==> config.mk <==
export PLATFORM = sky130hd
export DESIGN_NAME = instr_aligner
export DESIGN_NICKNAME = d
export VERILOG_FILES = /design/src/rtl/instr_aligner.sv
export SDC_FILE = /design/constraint.sdc
export NUM_CORES = 1
export LEC_CHECK = 0
export BUFFER_PORTS_ARGS = -buffer_cell sky130_fd_sc_hd__buf_2
export CELL_PAD_IN_SITES_DETAIL_PLACEMENT = 1
export CELL_PAD_IN_SITES_GLOBAL_PLACEMENT = 2
export CORE_ASPECT_RATIO = 0.7
export CORE_UTILIZATION = 30
export DETAILED_ROUTE_END_ITERATION = 10
export PLACE_DENSITY_LB_ADDON = 0.2
export REMOVE_ABC_BUFFERS = 1
export SYNTH_ARGS = -nofsm -noshare
export SYNTH_HDL_FRONTEND = slang
export SYNTH_SLANG_ARGS = --single-unit
==> constraint.sdc <==
create_clock -name clk -period 1.9 [get_ports clk]
set_input_delay 0.285 -clock clk [delete_from_list [all_inputs] [get_ports clk]]
set_output_delay 0.285 -clock clk [all_outputs]
set_load 0.005 [all_outputs]
==> src/rtl/instr_aligner.sv <==
// Instruction aligner for a mixed 16/32-bit instruction stream.
// Splits 32-bit fetch words into aligned instructions. A 16-bit hold register
// carries a halfword across fetch words. Issue is one cycle after the input is consumed.
module instr_aligner #(
  parameter logic [31:0] RESET_PC = 32'h0000_0000
) (
  input  logic        clk,
  input  logic        reset_n,
  input  logic [31:0] fetch_word,
  input  logic        fetch_valid,
  input  logic        stall_in,
  input  logic        flush,
  input  logic [31:0] flush_pc,
  output logic [31:0] instr,
  output logic        instr_valid,
  output logic [31:0] instr_pc,
  output logic        is_compressed,
  output logic        f1f1,
  output logic        f1f2,
  output logic        hf,
  output logic        fh,
  output logic        hh,
  output logic        stall_compressed
);

  typedef enum logic [1:0] {
    ST_ALIGNED   = 2'd0,
    ST_PEND_FULL = 2'd1,
    ST_PEND_COMP = 2'd2
  } state_t;

  state_t      state_r;
  logic [15:0] hold_r;
  logic        skip_low_r;
  logic [31:0] next_pc_r;

  logic [15:0] lo_s;
  logic [15:0] hi_s;

  // A halfword starts a compressed instruction unless its two low bits are both set.
  function automatic logic is_comp(input logic [15:0] half);
    return (half[1:0] != 2'b11);
  endfunction

  assign lo_s = fetch_word[15:0];
  assign hi_s = fetch_word[31:16];

  // Fetch must re-present its word while the held compressed halfword drains.
  assign stall_compressed = (state_r == ST_PEND_COMP);

  // Alignment FSM with registered issue outputs; flush beats stall_in.
  always_ff @(posedge clk or negedge reset_n) begin
    if (!reset_n) begin
      state_r       <= ST_ALIGNED;
      hold_r        <= 16'h0000;
      skip_low_r    <= RESET_PC[1];
      next_pc_r     <= RESET_PC;
      instr         <= 32'h0000_0013;
      instr_pc      <= RESET_PC;
      instr_valid   <= 1'b0;
      is_compressed <= 1'b0;
      f1f1          <= 1'b0;
      f1f2          <= 1'b0;
      hf            <= 1'b0;
      fh            <= 1'b0;
      hh            <= 1'b0;
    end else if (flush) begin
      state_r       <= ST_ALIGNED;
      hold_r        <= 16'h0000;
      skip_low_r    <= flush_pc[1];
      next_pc_r     <= flush_pc;
      instr_valid   <= 1'b0;
      is_compressed <= 1'b0;
      f1f1          <= 1'b0;
      f1f2          <= 1'b0;
      hf            <= 1'b0;
      fh            <= 1'b0;
      hh            <= 1'b0;
    end else if (!stall_in) begin
      // Default: nothing issued; branches below override.
      instr_valid <= 1'b0;
      f1f1        <= 1'b0;
      f1f2        <= 1'b0;
      hf          <= 1'b0;
      fh          <= 1'b0;
      hh          <= 1'b0;
      case (state_r)
        ST_PEND_COMP: begin
          // Drain the held compressed halfword; hh/fh from the entry stays up.
          instr         <= {16'h0000, hold_r};
          instr_valid   <= 1'b1;
          instr_pc      <= next_pc_r;
          is_compressed <= 1'b1;
          hh            <= hh;
          fh            <= fh;
          next_pc_r     <= next_pc_r + 32'd2;
          state_r       <= ST_ALIGNED;
        end
        ST_PEND_FULL: begin
          if (fetch_valid) begin
            instr         <= {lo_s, hold_r};
            instr_valid   <= 1'b1;
            instr_pc      <= next_pc_r;
            is_compressed <= 1'b0;
            next_pc_r     <= next_pc_r + 32'd4;
            hold_r        <= hi_s;
            if (is_comp(hi_s)) begin
              fh      <= 1'b1;
              state_r <= ST_PEND_COMP;
            end else begin
              f1f2    <= 1'b1;
              state_r <= ST_PEND_FULL;
            end
          end else begin
            state_r <= ST_PEND_FULL;
          end
        end
        ST_ALIGNED: begin
          if (!fetch_valid) begin
            state_r <= ST_ALIGNED;
          end else if (skip_low_r) begin
            // Redirect landed on the upper halfword: the low half is discarded.
            skip_low_r <= 1'b0;
            if (is_comp(hi_s)) begin
              instr         <= {16'h0000, hi_s};
              instr_valid   <= 1'b1;
              instr_pc      <= next_pc_r;
              is_compressed <= 1'b1;
              hf            <= 1'b1;
              next_pc_r     <= next_pc_r + 32'd2;
              state_r       <= ST_ALIGNED;
            end else begin
              hold_r  <= hi_s;
              state_r <= ST_PEND_FULL;
            end
          end else if (!is_comp(lo_s)) begin
            instr         <= fetch_word;
            instr_valid   <= 1'b1;
            instr_pc      <= next_pc_r;
            is_compressed <= 1'b0;
            f1f1          <= 1'b1;
            next_pc_r     <= next_pc_r + 32'd4;
            state_r       <= ST_ALIGNED;
          end else begin
            instr         <= {16'h0000, lo_s};
            instr_valid   <= 1'b1;
            instr_pc      <= next_pc_r;
            is_compressed <= 1'b1;
            next_pc_r     <= next_pc_r + 32'd2;
            hold_r        <= hi_s;
            if (is_comp(hi_s)) begin
              hh      <= 1'b1;
              state_r <= ST_PEND_COMP;
            end else begin
              hf      <= 1'b1;
              state_r <= ST_PEND_FULL;
            end
          end
        end
        default: begin
          state_r <= ST_ALIGNED;
        end
      endcase
    end
  end

endmodule

==> out/qor.csv <==
stage,metric,value,unit
critical_path,Register-to-Register Path Depth,10,
global_route,largest net degree at the start of global routing,69,
sta,setup slack after layout,-0.216,ns
finish,layout cells sized above 1,44.0,%
synthesis,Synth Area in Simple Gates,18.8,%
synthesis,biggest area consumer among synthesized cells,dfrtp_1,
pwr,Worst VDD drop,0.542,mV
clock_tree,worst-skew pair later-pin latency,0.42,ns
critical_path,WP data arrival,2.41,ns
global_route,initial antenna violation count,0,
sta,RSZ-0062 raised after global routing,yes,
finish,FF+latch area,0.00306,mm2
sta,Slew headroom,58.8,%
floorplanning,core area,0.0193,mm2
synthesis,number of flops mapped to enable cells by yosys,0,
critical_path,worst-path cell chain,"buf_6, buf_6, nor3b_4, buf_6, a2bb2oi_4, buf_4, nor4_2, buf_4, xnor2_1, o21ai_1",
floorplanning,width of the die,171,um
clock_tree,H-tree lvl count,4,
drt,Initial DRC Count,400,
synthesis,count of cell types in the netlist,60,
placement,Inst Count DP,1045,
synthesis,most common cell in the synthesized netlist,nand2_1,
critical_path,crit path kind,reg2reg,
sta,fmax,0.473,GHz
placement,Final GP Congestion,0.794,
sta,Slew @ Worst Pin,0.616,ns
global_route,GRT Total Usage,20.4,%
run_status,failing checks,negative setup slack,
drt,drt pass-1 iters,5,
sta,final setup vio count,86,
clock_tree,clk buf depth,2,
floorplanning,die height,121,um
critical_path,"slowest stage delay, CP",0.42,ns
worst_hold_path,Worst Hold Depth,3,
finish,Final #Nets,906,
clock_tree,CTS tree,done,
finish,Antenna Cells,0,
global_route,vias in the first global route,5943,
placement,IO buf count,140,
global_route,first-pass GRT wire length,32300,um
floorplanning,io pins,141,
critical_path,largest fanout on the critical path,7,
synthesis,XOR/XNOR share of the synthesized area,3.05,%
synthesis,"Seq/Total Area, Yosys",50.7,%
synthesis,most frequent cells after synthesis,"nand2_1 (120), dfrtp_1 (119), o21ai_0 (83), mux2_2 (34), clkbuf_1 (26)",
finish,Fill cells,2178,
critical_path,Buffers & Inverters on Critical Path,5,
placement,DPL Wire Length,13900,um
synthesis,largest cells by area after synthesis,"dfrtp_1 (49%), nand2_1 (7.5%), o21ai_0 (6.9%), mux2_2 (6.3%), mux2i_1 (2.7%)",
synthesis,top cell type's share of synthesized area,49.4,%
pwr,Pwr Total,8610,uW
pwr,cell area power density,958,mW/mm2
drt,DRC Markers,0,
sta,final slew viol count,0,
drt,wire per inst,20.0,um
global_route,total gr overflow,0,
synthesis,mux cell area share after synthesis,9.00,%
synthesis,Post-Synth Adder-Cell Area,0.415,%
synthesis,async set-reset flop share out of synthesis,100,%
run_status,status,"complete, but fails checks",
critical_path,Critical Path Sink Type,flip-flop,
floorplanning,die footprint,0.0207,mm2
synthesis,Post-Syn Instances,609,
sta,Final Hold Viols,0,
drt,Vias,5716,
finish,area grow syn2layout,48.9,%
pwr,Lkg Pwr,0.00402,uW
drt,Post-DRT Antenna Nets,0,
critical_path,WP data required,2.19,ns
synthesis,Post-Syn Area,0.00603,mm2
finish,Layout Cells excl Fill,1111,
clock_tree,Clock Pin Slew Worst Setup and Hold Paths,0.06,ns
finish,multi-input combinational cell area,0.00313,mm2
clock_tree,Num CTS Buffers,17,
synthesis,"Avg Cell Area, Syn",9.90,um2
critical_path,Crit-path slowest cell,dfrtp_1,
floorplanning,Initial Utilization,31.3,%
synthesis,number of synthesized register bits,122,
critical_path,Worst path depth,10,
sta,fin crit share,111,%
floorplanning,row count,42,
critical_path,Critical Path Start Type,flip-flop,
sta,minimum clock period,2.12,ns
critical_path,CP top delay family,buffers and inverters,
clock_tree,clock root cell,clkbuf_16,
synthesis,synth warn,0,
synthesis,Main synth FF type,dfrtp_1,
worst_hold_path,Hold/Removal Path Class,in2reg,
finish,fin util,46.6,%
critical_path,CP dominant cell by count,buf_6,
flow_run,max-cap violations,0,
sta,Max Clock Skew,0.0109,ns
drt,final wirelength,22200,um
synthesis,compound-cell area share of the yosys netlist,14.9,%
drt,Vias/cell,5.14,
clock_tree,# clock sinks,122,
synthesis,largest family of logic cells by synthesized area,simple AND/OR/NAND/NOR gates,
-- cell type report --
type,count,share of cell area [%]
Tap cell,264,3.68
Inverter,3,0.125
Timing Repair Buffer,247,20.6
Multi-Input combinational cell,444,34.8
Clock buffer,26,5.78
Clock inverter,5,0.919
Sequential cell,122,34.1
-- layer usage --
metal,wire [um],vias to the layer above,global-route usage [%]
met2,10100,132,31.9
met4,249,0,5.64
met1,10800,2914,28.8
met3,1090,20,3.60
li1,-,2650,-
met5,0,-,0
-- power by group --
group | leakage (uW) | switching [uW] | total [uW] | internal [uW]
sequential | 0.00151 | 279 | 3340 | 3060
combinational | 0.00223 | 972 | 1940 | 972
clock | 0.000285 | 1190 | 3320 | 2140
-- stage by stage --
stage / hold WS (ns) / cell area, um2 / setup WS (ns) / TNS, ns
after floorplan: -0.0106 / 5850 / -1.57 / -137.92
after global placement: 0.326 / 7550 / -0.134 / -5.36
after detailed placement: 0.332 / 7550 / -0.217 / -9.93
after CTS: 0.0690 / 8510 / -0.138 / -1.32
after global routing: 0.0845 / 8980 / -0.274 / -9.14
final: 0.0874 / 8980 / -0.216 / -5.37
-- cells by family (layout without fill, tap and decap cells) --
kind of cell,after synthesis,in the layout
adder cells (fa/ha/maj),2,2
XOR/XNOR,21,21
flip-flops,122,122
multiplexers,50,50
AO/OA/AOI/OAI,152,153
buffers and inverters,44,281
AND/OR/NAND/NOR,218,218
-- layout by cell type, fill, tap and decap left out, types with 4 or more instances in the layout --
cell,netlist,routed
a21oi_1,12,12
a22oi_1,17,17
a31oi_1,8,7
and3_1,5,5
buf_12,0,9
buf_2,12,139
buf_4,1,73
buf_6,1,15
clkbuf_16,0,23
clkbuf_8,0,6
dfrtp_1,119,117
mux2_2,34,34
mux2i_1,16,16
nand2_1,120,111
nand2_2,1,9
nand3_1,15,12
nand4_1,10,10
nor2_1,14,12
nor4_2,5,7
o211ai_1,4,4
o21ai_0,83,46
o21ai_1,9,43
or4_1,6,5
xnor2_1,13,12
xor2_1,8,8
-- worst reg2reg max path: stages (launching register included) --
cell and delay, ns:
dfrtp_1 0.42, buf_6 0.14, buf_6 0.11, nor3b_4 0.26, buf_6 0.18, a2bb2oi_4 0.12
buf_4 0.17, nor4_2 0.26, buf_4 0.15, xnor2_1 0.11, o21ai_1 0.08
-- worst paths after layout --
check                             startpoint            end  slack, ns
worst max-delay path              state_r[1]  next_pc_r[10]      -0.22
worst min-delay path            flush_pc[17]  next_pc_r[17]       0.09
worst max register to register    state_r[1]  next_pc_r[10]      -0.22
worst min register to register      instr[4]       instr[4]       0.46
max in group asynchronous            reset_n    instr_pc[1]       1.12
min in group asynchronous            reset_n  next_pc_r[11]       0.41
-- state kept, by name, summed over array words and instances, names as in the netlist --
signal / count
next_pc_r: 32
hh: 1
skip_low_r: 1
f1f2: 1
f1f1: 1
instr: 32
state_r: 2
fh: 1
instr_valid: 1
hf: 1
hold_r: 16
instr_pc: 32
is_compressed: 1
-- timing repair --
item | CTS | global route
hold buffers | 1 | 0
resized for setup | 34 | 84
hold endpoints to repair | 119 | 0
setup buffers | 16 | 10
cloned | 2 | 9
pin swaps | 19 | 15
setup endpoints to repair | 87 | 77
(Power assumes the default switching activity.)
